### src/rtl/seg_pkg.sv
// Shared constants for the seven-segment scan driver.
// Patterns are active-low, bit order gfedcba.
package seg_pkg;

  localparam logic [6:0] SEG_BLANK = 7'h7F;
  localparam logic [7:0] AN_OFF    = 8'hFF;

  localparam logic [6:0] SEG_LUT [16] = '{
    7'h40, 7'h79, 7'h24, 7'h30,
    7'h19, 7'h12, 7'h02, 7'h78,
    7'h00, 7'h10, 7'h08, 7'h03,
    7'h46, 7'h21, 7'h06, 7'h0E
  };

endpackage

### src/rtl/hex7seg_dec.sv
// Hex nibble to active-low seven-segment pattern.
// Purely combinational lookup.
module hex7seg_dec
  import seg_pkg::*;
(
  input  logic [3:0] nib,
  output logic [6:0] seg
);

  assign seg = SEG_LUT[nib];

endmodule

### src/rtl/seg_scan_disp.sv
// Multiplexed common-anode seven-segment driver with dead time,
// leading-zero blanking, blink and double-buffered loading.
module seg_scan_disp
  import seg_pkg::*;
#(
  parameter int NUM_DIGITS   = 8,
  parameter int SCAN_DIV     = 200000,
  parameter int BLANK_CYC    = 16,
  parameter int BLINK_FRAMES = 64
) (
  input  logic                    clk,
  input  logic                    rst,
  input  logic [4*NUM_DIGITS-1:0] data_in,
  input  logic [NUM_DIGITS-1:0]   dp_in,
  input  logic [NUM_DIGITS-1:0]   blink_mask,
  input  logic                    lz_blank,
  input  logic                    load,
  output logic                    pending,
  output logic                    frame_done,
  output logic [NUM_DIGITS-1:0]   an,
  output logic [6:0]              seg,
  output logic                    dp
);

  localparam int TW = $clog2(SCAN_DIV);
  localparam int IW = (NUM_DIGITS > 1) ? $clog2(NUM_DIGITS) : 1;
  localparam int FW = (BLINK_FRAMES > 1) ? $clog2(BLINK_FRAMES) : 1;
  localparam int DW = 4 * NUM_DIGITS;

  localparam logic [TW-1:0] TICK_LAST = TW'(SCAN_DIV - 1);
  localparam logic [TW-1:0] BLANK_T   = TW'(BLANK_CYC);
  localparam logic [IW-1:0] IDX_LAST  = IW'(NUM_DIGITS - 1);
  localparam logic [FW-1:0] FR_LAST   = FW'(BLINK_FRAMES - 1);

  logic [TW-1:0]         tick;
  logic [IW-1:0]         idx;
  logic [FW-1:0]         fcnt;
  logic                  blink_phase;
  logic [DW-1:0]         shadow;
  logic [NUM_DIGITS-1:0] shadow_dp;
  logic [DW-1:0]         active;
  logic [NUM_DIGITS-1:0] active_dp;

  logic                  boundary;
  logic                  lead_zero;
  logic                  visible;
  logic [3:0]            nib;
  logic [6:0]            dec;
  logic [NUM_DIGITS-1:0] an_nx;

  assign boundary   = (tick == TICK_LAST) && (idx == IDX_LAST);
  assign frame_done = boundary;

  always_ff @(posedge clk) begin
    if (rst) begin
      tick        <= '0;
      idx         <= '0;
      fcnt        <= '0;
      blink_phase <= 1'b0;
    end else begin
      if (tick == TICK_LAST) begin
        tick <= '0;
        idx  <= (idx == IDX_LAST) ? '0 : idx + 1'b1;
      end else begin
        tick <= tick + 1'b1;
      end
      if (boundary) begin
        if (fcnt == FR_LAST) begin
          fcnt        <= '0;
          blink_phase <= ~blink_phase;
        end else begin
          fcnt <= fcnt + 1'b1;
        end
      end
    end
  end

  // A load landing on the boundary bypasses the shadow stage.
  always_ff @(posedge clk) begin
    if (rst) begin
      shadow    <= '0;
      shadow_dp <= '0;
      active    <= '0;
      active_dp <= '0;
      pending   <= 1'b0;
    end else begin
      if (load) begin
        shadow    <= data_in;
        shadow_dp <= dp_in;
      end
      if (boundary) begin
        pending <= 1'b0;
        if (load) begin
          active    <= data_in;
          active_dp <= dp_in;
        end else if (pending) begin
          active    <= shadow;
          active_dp <= shadow_dp;
        end
      end else if (load) begin
        pending <= 1'b1;
      end
    end
  end

  always_comb begin
    lead_zero = 1'b1;
    for (int i = 0; i < NUM_DIGITS; i++) begin
      if ((IW'(i) >= idx) && (active[4*i +: 4] != 4'h0))
        lead_zero = 1'b0;
    end
  end

  assign visible = (tick >= BLANK_T)
                && !(blink_phase && blink_mask[idx])
                && !(lz_blank && (idx != '0) && lead_zero);

  assign nib = active[4*idx +: 4];

  hex7seg_dec u_dec (
    .nib (nib),
    .seg (dec)
  );

  always_comb begin
    an_nx      = AN_OFF[NUM_DIGITS-1:0];
    an_nx[idx] = 1'b0;
  end

  always_ff @(posedge clk) begin
    if (rst) begin
      an  <= AN_OFF[NUM_DIGITS-1:0];
      seg <= SEG_BLANK;
      dp  <= 1'b1;
    end else if (visible) begin
      an  <= an_nx;
      seg <= dec;
      dp  <= ~active_dp[idx];
    end else begin
      an  <= AN_OFF[NUM_DIGITS-1:0];
      seg <= SEG_BLANK;
      dp  <= 1'b1;
    end
  end

endmodule

### config.mk
export PLATFORM = sky130hd
export DESIGN_NAME = seg_scan_disp
export DESIGN_NICKNAME = d
export VERILOG_FILES = /design/src/rtl/seg_pkg.sv /design/src/rtl/hex7seg_dec.sv /design/src/rtl/seg_scan_disp.sv
export SDC_FILE = /design/constraint.sdc
export NUM_CORES = 1
export LEC_CHECK = 0
export CORE_AREA = 2 2 136 138
export CTS_CLUSTER_DIAMETER = 50
export CTS_CLUSTER_SIZE = 10
export DETAILED_ROUTE_END_ITERATION = 8
export DIE_AREA = 0 0 138 140
export PLACE_DENSITY_LB_ADDON = 0.12
export SKIP_LAST_GASP = 1
export SLEW_MARGIN = 20
export SYNTH_ARGS = -nofsm -noshare
export SYNTH_HDL_FRONTEND = slang
export SYNTH_SLANG_ARGS = --single-unit
### constraint.sdc
create_clock -name clk -period 2.5 [get_ports clk]
set_input_delay 0.25 -clock clk [delete_from_list [all_inputs] [get_ports clk]]
set_output_delay 0.25 -clock clk [all_outputs]
set_load 0.005 [all_outputs]
==> flow_metrics.py, run 1 <==
metrics = {
    "outcome": {
        "status": "finished, final reports clean",
    },
    "power": {
        "p_sw_w": 0.000984,
        "switching_share": 0.210,
        "clkPwrFrac": 0.513,
        "comb_power_share": 0.049,
        "pwr-share-seq": 0.438,
        "p_leak_nw": 2.60,
        "power_density_nw_per_um2": 679,
        "p_int_w": 0.00370,
        "vdd_drop_max_uv": 519,
    },
    "floorplanning": {
        "die_height_um": 140,
        "num_rows": 49,
        "dieArea_um2": 19300,
        "io_pins": 70,
        "die_w_um": 138,
        "core_area_um2": 17800,
        "initial_core_util": 0.296,
    },
    "synthesis": {
        "synth_top_area_frac": 0.475,
        "synth-seq-cells": 125,
        "async_reset_ff_frac": 0,
        "synth_edf_count": 0,
        "syn_area_per_cell_um2": 9.54,
        "ys_types": 47,
        "synthTopCellsByArea": "dfxtp_1, mux2i_1, nor2_1",
        "synth_nets": 617,
        "synthesis.instances": 552,
        "yosysWarnings": 0,
        "synth-seq-area-share": 0.475,
        "netlist_area_um2": 5270,
        "yosys_most_used_dff": "dfxtp_1",
        "synth_top_cell_by_area": "dfxtp_1",
    },
    "global_routing": {
        "grt_pass1_vias": 4097,
        "grt_overflow": 0,
        "grt_util_met3": 0.0342,
        "grt_most_used_layer": "met2",
        "antenna_found_initial": 0,
        "grt_pass1_wl_um": 21000,
        "grt_max_degree": 65,
        "globalRouteMet2Util": 0.208,
        "track_usage": 0.136,
        "grt_use_met1": 0.182,
    },
    "final_layout": {
        "nFillCells": 1767,
        "layout_commonest_cell": "dfxtp_1",
        "diodes": 0,
        "final_nets": 694,
        "areaGrowthSynthToFinish_pct": 31.1,
        "multi_input_area_um2": 2600,
        "final_layout_size_suffix_gt1_frac": 0.123,
        "final_cell_mix": "dfxtp_1, nor2_1, clkdlybuf4s50_1",
        "regArea_um2": 2510,
        "fin_cells": 871,
    },
    "drt": {
        "drt_iter0_drc": 237,
        "num_vias": 4113,
        "wl_per_cell_um": 14.5,
        "drc": 0,
        "first_pass_iters": 5,
        "drt-total-wl_um": 12600,
        "ant_nets": 0,
        "viasPerCell": 4.72,
    },
    "timing": {
        "worstMarginPinSlew_ps": 540,
        "tns_ps": 0,
        "skew_ps": 5.02,
        "maxSlewHeadroom": 0.640,
        "period_minus_slack_ps": 2410,
        "finalHoldViolations": 0,
        "fmax_mhz": 414,
        "whs_ps": 202,
        "slew_viol_final": 0,
        "min_period_over_period": 0.966,
        "setup_viol": 0,
        "fin_ws_ps": 85.7,
        "grt_setup_unrepaired": "no",
    },
    "critical_path": {
        "crit_type": "reg2out",
        "start_kind": "flop",
        "cp_max_fo": 4,
        "crit_path_end_kind": "output pin",
        "cp_data_required_time_ps": 2250,
        "cp.arrival_ps": 2160,
    },
    "clock_tree": {
        "clock_path_buffers": 2,
        "htree_levels": 4,
        "clock-sinks": 125,
        "cts_root_buf": "clkbuf_16",
        "cts_tree": "yes",
        "clk_pin_slew_worst_paths_ps": 60,
        "cts_made_buffers": 17,
        "worst_skew_pair.late_latency_ps": 410,
    },
    "placed_design": {
        "placedCellCount": 838,
        "port_buffers": 69,
        "dp_hpwl_um": 8970,
        "place.gp.congestion": 0.820,
        "dpl_worst_slack_ps": 111,
    },
    "worst_hold_path": {
        "hp-class": "in2reg",
    },
    "run": {
        "max_cap_violations": 0,
    },
}
-- sequential cells by signal, indices dropped and copies added, names as in the netlist --
signal       cells
active          32
shadow          32
tick            18
active_dp        8
an               8
shadow_dp        8
seg              7
fcnt             6
idx              3
blink_phase      1
dp               1
pending          1
-- power groups by stage --
stage          clock network (W)  logic (W)  registers (W)
2_1_floorplan                  0   0.000116        0.00209
3_3_place_gp                   0   0.000233        0.00209
3_5_place_dp                   0   0.000234        0.00209
4_1_cts                  0.00247   0.000236        0.00205
5_1_grt                  0.00255   0.000256        0.00206
6_report                 0.00240   0.000231        0.00205
-- what timing repair did --
action | 4_1_cts | 5_1_grt
setup endpoints to repair | 1 | 1
gates resized for setup | 6 | 4
pin swaps | 2 | 1
buffers inserted | 0 | 1
hold buffers | 0 | 0
-- layer usage --
layer	part of all wire	up-vias	wire length, µm
met3	0.038	15	483
met4	0.017	0	208
met5	0	-	0
met1	0.51	1899	6370
li1	-	2120	-
met2	0.44	79	5530
-- final cells by class --
type                       count  share of cell area
multi-input combinational    380               0.377
sequential                   125               0.363
inverter                      13             0.00706
tap                          229              0.0415
clock buffer                  26              0.0766
clock inverter                 6             0.00797
timing repair buffer          92               0.127
-- through the flow --
step | total power [W] | area (µm²) | utilization
after detailed placement | 0.00233 | 6280 | 0.353
final | 0.00469 | 6910 | 0.389
after floorplan | 0.00220 | 5270 | -
after global placement | 0.00232 | 6280 | 0.353
after global routing | 0.00486 | 6910 | 0.389
after CTS | 0.00476 | 6900 | 0.388
-- cell families (layout without fill, tap and decap cells) --
| kind of cell | count (synthesis) | count (layout) | synth area share |
|---|---|---|---|
| XOR/XNOR | 18 | 18 | 0.0299 |
| AO/OA/AOI/OAI | 81 | 81 | 0.112 |
| flip-flops | 125 | 125 | 0.475 |
| buffers and inverters | 47 | 137 | 0.0368 |
| multiplexers | 63 | 63 | 0.135 |
| AND/OR/NAND/NOR | 205 | 205 | 0.180 |
| adder cells (fa/ha/maj) | 13 | 13 | 0.0309 |
-- critical path: stages, from the launching register on --
cell and delay, ps:
dfxtp_2 360, ha_4 160, nand2_1 90, or3_4 380, nor3_4 230, clkdlybuf4s50_1 540
-- worst paths after layout --
check                           startpoint          to  slack [ps]  cells after the start
worst max register to register      idx[1]      seg[0]         250                     10
worst min register to register     tick[0]     tick[0]         450                      1
worst max-delay path               tick[0]  frame_done          90                      5
worst min-delay path                  load     pending         200                      3
-- Yosys cell counts, types with 2 or more instances --
cell type,instances
dfxtp_1,125
nor2_1,115
mux2i_1,51
a211oi_1,43
nand2_1,26
clkbuf_1,20
ha_1,13
inv_1,13
nand3_1,13
nor4_1,12
buf_2,11
nand4_1,10
xor2_1,10
a21oi_1,9
xnor2_1,8
mux2_2,6
mux4_2,6
nor3_1,5
o21ai_0,5
and3_1,4
o211ai_1,4
o221ai_1,4
or3_1,4
nor2b_1,3
and2_1,2
and4_1,2
buf_1,2
nand2b_1,2
nor4_4,2
o22ai_1,2
o311ai_0,2
o31ai_1,2
or4_1,2
(Power assumes the default switching activity.)
==> run 2, diff against run 1 <==
- CORE_AREA: 2 2 136 138 -> 2 2 142 144
- DIE_AREA: 0 0 138 140 -> 0 0 144 146
- SYNTH_HIERARCHICAL: unset -> 1
==> run 2 against run 1 <==
  * First-iteration DRC count fell by 6.8%
  * Global-route usage increased by 0.26 points
  * Clock power increased by 7%
  * Setup slack improved by 53 ps
  * Synthesized cell count is 2.7% higher
  * Critical endpoint is now seg[1]
  * Non-clock buffer count rose by 4
  * Critical path type is now reg2reg
==> flow_metrics.py, run 2 <==
metrics = {
    "placed_design": {
        "port_buffers": 69,
        "dp_hpwl_um": 9640,
        "placedCellCount": 887,
        "place.gp.congestion": 0.794,
    },
    "timing": {
        "worstMarginPinSlew_ps": 954,
        "slew_viol_final": 0,
        "min_period_over_period": 0.945,
        "skew_ps": 9.01,
        "whs_ps": 281,
        "period_minus_slack_ps": 2360,
        "grt_setup_unrepaired": "no",
        "finalHoldViolations": 0,
        "fmax_mhz": 423,
        "setup_viol": 0,
        "maxSlewHeadroom": 0.364,
    },
    "synthesis": {
        "synth_most_common_cell": "dfxtp_1",
        "syn_area_per_cell_um2": 10.1,
        "synth-seq-area-share": 0.436,
        "async_reset_ff_frac": 0,
        "synthTopCellsByCount": "dfxtp_1, nor2_1, mux2i_1, nor2b_1, mux2_4",
        "ys_types": 55,
        "synthesis.instances": 567,
        "synth_nets": 633,
        "synth-seq-cells": 125,
        "yosys_most_used_dff": "dfxtp_1",
        "synth_top_cell_by_area": "dfxtp_1",
        "netlist_area_um2": 5730,
        "synth_top_area_frac": 0.436,
        "synthTopCellsByArea": "dfxtp_1, mux2_4, mux2i_1",
        "synth_edf_count": 0,
        "yosysWarnings": 6,
    },
    "global_routing": {
        "grt_overflow": 0,
        "antenna_found_initial": 0,
        "grt_max_degree": 92,
        "grt_pass1_vias": 4243,
        "grt_pass1_wl_um": 22600,
        "track_usage": 0.138,
    },
    "floorplanning": {
        "num_rows": 51,
        "core_area_um2": 19300,
        "io_pins": 70,
        "initial_core_util": 0.297,
        "die_w_um": 144,
        "die_height_um": 146,
        "dieArea_um2": 21000,
    },
    "final_layout": {
        "diodes": 0,
        "nFillCells": 1924,
        "top_regs": "active: 32 flops, shadow: 32 flops, tick: 18 flops",
        "final_nets": 715,
        "final_layout_size_suffix_gt1_frac": 0.188,
        "final_cell_mix": "dfxtp_1, nor2_1, clkdlybuf4s50_1",
        "layout_commonest_cell": "dfxtp_1",
        "areaGrowthSynthToFinish_pct": 30.4,
        "fin_cells": 926,
    },
    "clock_tree": {
        "clk_pin_slew_worst_paths_ps": 60,
        "clock_path_buffers": 2,
        "cts_tree": "yes",
        "cts_root_buf": "clkbuf_16",
        "htree_levels": 4,
        "clock-sinks": 125,
        "cts_made_buffers": 17,
        "worst_skew_pair.late_latency_ps": 420,
    },
    "power": {
        "vdd_drop_max_uv": 439,
        "p_leak_nw": 3.13,
        "power_density_nw_per_um2": 649,
        "power_w": 0.00485,
    },
    "critical_path": {
        "r2r_cells": 9,
        "reg2reg_setup_slack_ps": 140,
        "endpoint": "seg[1]",
        "cp_data_required_time_ps": 2770,
        "reg2reg_from": "idx[1]",
        "crit_type": "reg2reg",
        "crit_start": "idx[1]",
        "r2r-end": "seg[1]",
        "cp.arrival_ps": 2640,
        "cp_max_fo": 6,
        "crit_path_end_kind": "flop",
        "start_kind": "flop",
    },
    "drt": {
        "drt-total-wl_um": 13600,
        "drt_iter0_drc": 221,
        "viasPerCell": 4.57,
        "num_vias": 4233,
        "ant_nets": 0,
        "drc": 0,
        "first_pass_iters": 5,
        "wl_per_cell_um": 14.7,
    },
    "outcome": {
        "status": "finished, final reports clean",
    },
    "worst_hold_path": {
        "hp-class": "in2reg",
    },
    "run": {
        "max_cap_violations": 0,
    },
}
[run 2: cell types whose count changed after synthesis, sizes merged, moves of 5 or more]
cell | before | now
mux2 | 6 | 47
nor2b | 3 | 41
nand3 | 13 | 23
mux2i | 51 | 46
nand2b | 2 | 10
nor2 | 115 | 78
a211oi | 43 | 1
nor4 | 14 | 9
[run 2: what timing repair did]
action | in CTS | in global routing
hold buffers | 0 | 0
setup endpoints to repair | 12 | 7
gates resized for setup | 2 | 10
buffers inserted | 1 | 7
pin swaps | 2 | 5
[run 2: kinds of logic (layout without fill, tap and decap cells)]
| group | Yosys count | count (layout) | share of synthesized area |
|---|---|---|---|
| and+or+nand+nor | 219 | 219 | 0.198 |
| buffers and inverters | 46 | 140 | 0.0384 |
| AOI/OAI and AO/OA | 46 | 46 | 0.0539 |
| adders and majority gates | 14 | 14 | 0.0305 |
| DFF | 125 | 125 | 0.436 |
| muxes | 96 | 96 | 0.211 |
| xor gates and xnor gates | 21 | 21 | 0.0321 |
[run 2: layout make-up]
class | instances | area (µm²) | area share
Clock inverter | 12 | 170 | 0.0228
Clock buffer | 19 | 443 | 0.0592
Inverter | 13 | 48.8 | 0.00653
Tap cell | 265 | 332 | 0.0444
Multi-Input combinational cell | 396 | 3060 | 0.409
Sequential cell | 125 | 2500 | 0.335
Timing Repair Buffer | 96 | 918 | 0.123
[run 2: metrics by stage]
step | utilization | setup TNS, ps | worst slack (ps) | cell area (µm²)
after detailed placement | 0.349 | -1260 | -157 | 6750
after global routing | 0.387 | 0 | 0.808 | 7480
after global placement | 0.349 | -1060 | -131 | 6750
after floorplan | - | 0 | 19.6 | 5750
after CTS | 0.382 | -92.9 | -92.9 | 7380
final | 0.387 | 0 | 138 | 7480
[run 2: worst min path at each step]
stage	startpoint	end	slack (ps)	depth (start not counted)
CTS	rst	an[1]	270	4
global placement	tick[0]	tick[0]	440	1
detailed placement	tick[0]	tick[0]	450	1
global route	rst	an[1]	310	4
finish	rst	dp	280	5
floorplan	tick[0]	tick[0]	430	1
[run 2: routing by layer]
metal / up-vias / track usage / part of all wire
li1: 2137 / - / -
met1: 1988 / 0.190 / 0.49
met2: 86 / 0.208 / 0.45
met3: 22 / 0.0352 / 0.047
met4: 0 / 0.0500 / 0.013
met5: - / 0 / 0
[run 2: power breakdown]
group	switching (W)	internal (W)	leakage, nW
registers	0.0000130	0.00204	1.02
clock network	0.000894	0.00168	0.302
logic	0.000101	0.000124	1.82
total	0.00101	0.00384	3.13
[run 2: worst max-delay path: stages, from the launching register on]
cell	delay, ps
dfxtp_1	440
buf_4	190
mux2_2	350
a221oi_2	330
o22ai_2	140
buf_4	170
mux2_1	290
nand2_1	80
o21ai_1	80
nand2b_1	160
==> run 3, diff against run 2 <==
- CORE_AREA: 2 2 142 144 -> 2 2 116 118
- DIE_AREA: 0 0 144 146 -> 0 0 118 120
==> run 3 against run 2 <==
  * Core utilization rose by 18 points
  * Sequential share of layout area rose by 0.29 points
  * Cell count fell by 9.6%
  * Clock skew barely moved
  * Combinational power shrank 3%
  * First-iteration DRC count is 7.7% lower
  * Worst hold slack improved by 1.1 ps
  * Critical endpoint is now seg[5]
  * Highest routed layer unchanged
==> flow_metrics.py, run 3 (same netlist as run 2, synthesis figures left out) <==
metrics = {
    "drt": {
        "drt-total-wl_um": 12800,
        "wl_per_cell_um": 15.2,
        "num_vias": 4217,
        "viasPerCell": 5.04,
        "drt_iter0_drc": 204,
        "drc": 0,
        "first_pass_iters": 4,
        "ant_nets": 0,
    },
    "final_layout": {
        "final_layout_size_suffix_gt1_frac": 0.186,
        "final_nets": 714,
        "areaGrowthSynthToFinish_pct": 29.4,
        "diodes": 0,
        "fin_cells": 837,
        "layout_commonest_cell": "dfxtp_1",
        "final_cell_mix": "dfxtp_1, nor2_1, clkdlybuf4s50_1",
        "top_regs": "active: 32 flops, shadow: 32 flops, tick: 18 flops",
    },
    "clock_tree": {
        "htree_levels": 4,
        "cts_tree": "yes",
        "clk_pin_slew_worst_paths_ps": 60,
        "cts_hold_buf": 0,
        "clock-sinks": 125,
        "cts_root_buf": "clkbuf_16",
        "clock_path_buffers": 2,
        "cts_made_buffers": 17,
        "worst_skew_pair.late_latency_ps": 420,
    },
    "timing": {
        "skew_ps": 8.81,
        "period_minus_slack_ps": 2360,
        "fmax_mhz": 424,
        "setup_viol": 0,
        "finalHoldViolations": 0,
        "fin_ws_ps": 143,
        "slew_viol_final": 0,
        "whs_ps": 282,
        "worstMarginPinSlew_ps": 914,
        "min_period_over_period": 0.943,
        "maxSlewHeadroom": 0.391,
        "grt_setup_unrepaired": "yes",
    },
    "placed_design": {
        "dpl_worst_slack_ps": 19.3,
        "dp_hpwl_um": 9120,
        "place.gp.congestion": 0.898,
        "port_buffers": 69,
        "placedCellCount": 802,
    },
    "global_routing": {
        "grt_pass1_wl_um": 21000,
        "grt_pass1_vias": 4134,
        "grt_overflow": 0,
        "grt_max_degree": 92,
        "antenna_found_initial": 0,
        "track_usage": 0.190,
    },
    "floorplanning": {
        "die_w_um": 118,
        "initial_core_util": 0.442,
        "num_rows": 42,
        "io_pins": 70,
        "dieArea_um2": 14200,
        "die_height_um": 120,
        "core_area_um2": 13000,
    },
    "power": {
        "vdd_drop_max_uv": 450,
        "p_leak_nw": 3.16,
        "power_density_nw_per_um2": 691,
    },
    "critical_path": {
        "crit_path_end_kind": "flop",
        "cp_max_fo": 11,
        "slowest_stage": "dfxtp_1",
        "max_stage_delay_ps": 340,
        "crit_type": "reg2reg",
        "cp.arrival_ps": 2630,
        "critPathMostFrequentCell": "buf_4",
        "cp_cell_sequence": "buf_12, inv_1, nor2_2, buf_4, a221oi_1, nor2_1, a221o_1, buf_4, nand2_1, o21a_1, o21ai_1, nand2b_1",
        "crit_family": "compound AO/OA/AOI/OAI gates",
        "crit_buf_inv": 4,
        "cp_data_required_time_ps": 2770,
        "start_kind": "flop",
    },
    "run": {
        "max_cap_violations": 0,
    },
    "outcome": {
        "status": "finished, final reports clean",
    },
    "worst_hold_path": {
        "hp-class": "in2reg",
    },
}
run 3: changes by cell type in the layout (fill, tap and decap cells not counted), sizes merged:
cell      previous run  this run
clkinv               7         3
clkinvlp             1         2
bufinv               4         7
clkbuf              19        20
buf                 29        28
run 3: area by class of cell:
type	count	area, µm²
Sequential cell	125	2510
Timing Repair Buffer	95	920
Inverter	13	48.8
Tap cell	176	220
Clock inverter	12	240
Fill cell	1142	5560
Multi-Input combinational cell	396	3040
Clock buffer	20	447
run 3: metal layers:
layer | GRT usage | vias to the layer above | share of wire
li1 | - | 2130 | -
met1 | 0.247 | 1967 | 0.48
met2 | 0.301 | 99 | 0.46
met3 | 0.0442 | 21 | 0.045
met4 | 0.0851 | 0 | 0.020
met5 | 0 | - | 0
run 3: final timing paths:
check                from      end  slack, ps  cells after the start
setup / recovery   idx[1]   seg[5]        140                     12
hold / removal        rst    an[5]        280                      4
setup reg to reg   idx[1]   seg[5]        140                     12
hold reg to reg   tick[0]  tick[0]        460                      1
run 3: worst register-to-register path, stage by stage (launching register included):
cell	delay, ps
dfxtp_1	340
buf_12	160
inv_1	130
nor2_2	80
buf_4	160
a221oi_1	270
nor2_1	80
a221o_1	330
buf_4	200
nand2_1	110
o21a_1	130
o21ai_1	60
nand2b_1	160
run 3: power breakdown:
group | switching, W | leakage [nW] | internal, W
clock | 0.000868 | 0.330 | 0.00199
sequential | 0.0000135 | 1.02 | 0.00204
combinational | 0.0000967 | 1.81 | 0.000123
run 3: repair_timing:
item | CTS | global route
gates resized for setup | 3 | 5
endpoints found under the setup margin | 1 | 2
pin swaps | 4 | 2
setup buffers | 3 | 0
endpoints found under the hold margin | 0 | 0
run 3: stage by stage:
stage / util / power [W] / TNS, ps / instance area [µm²]
global placement: 0.515 / 0.00231 / 0 / 6680
floorplan: - / 0.00220 / 0 / 5750
global route: 0.572 / 0.00530 / -23.3 / 7420
CTS: 0.570 / 0.00518 / 0 / 7400
finish: 0.572 / 0.00513 / 0 / 7420
detailed placement: 0.515 / 0.00232 / 0 / 6680
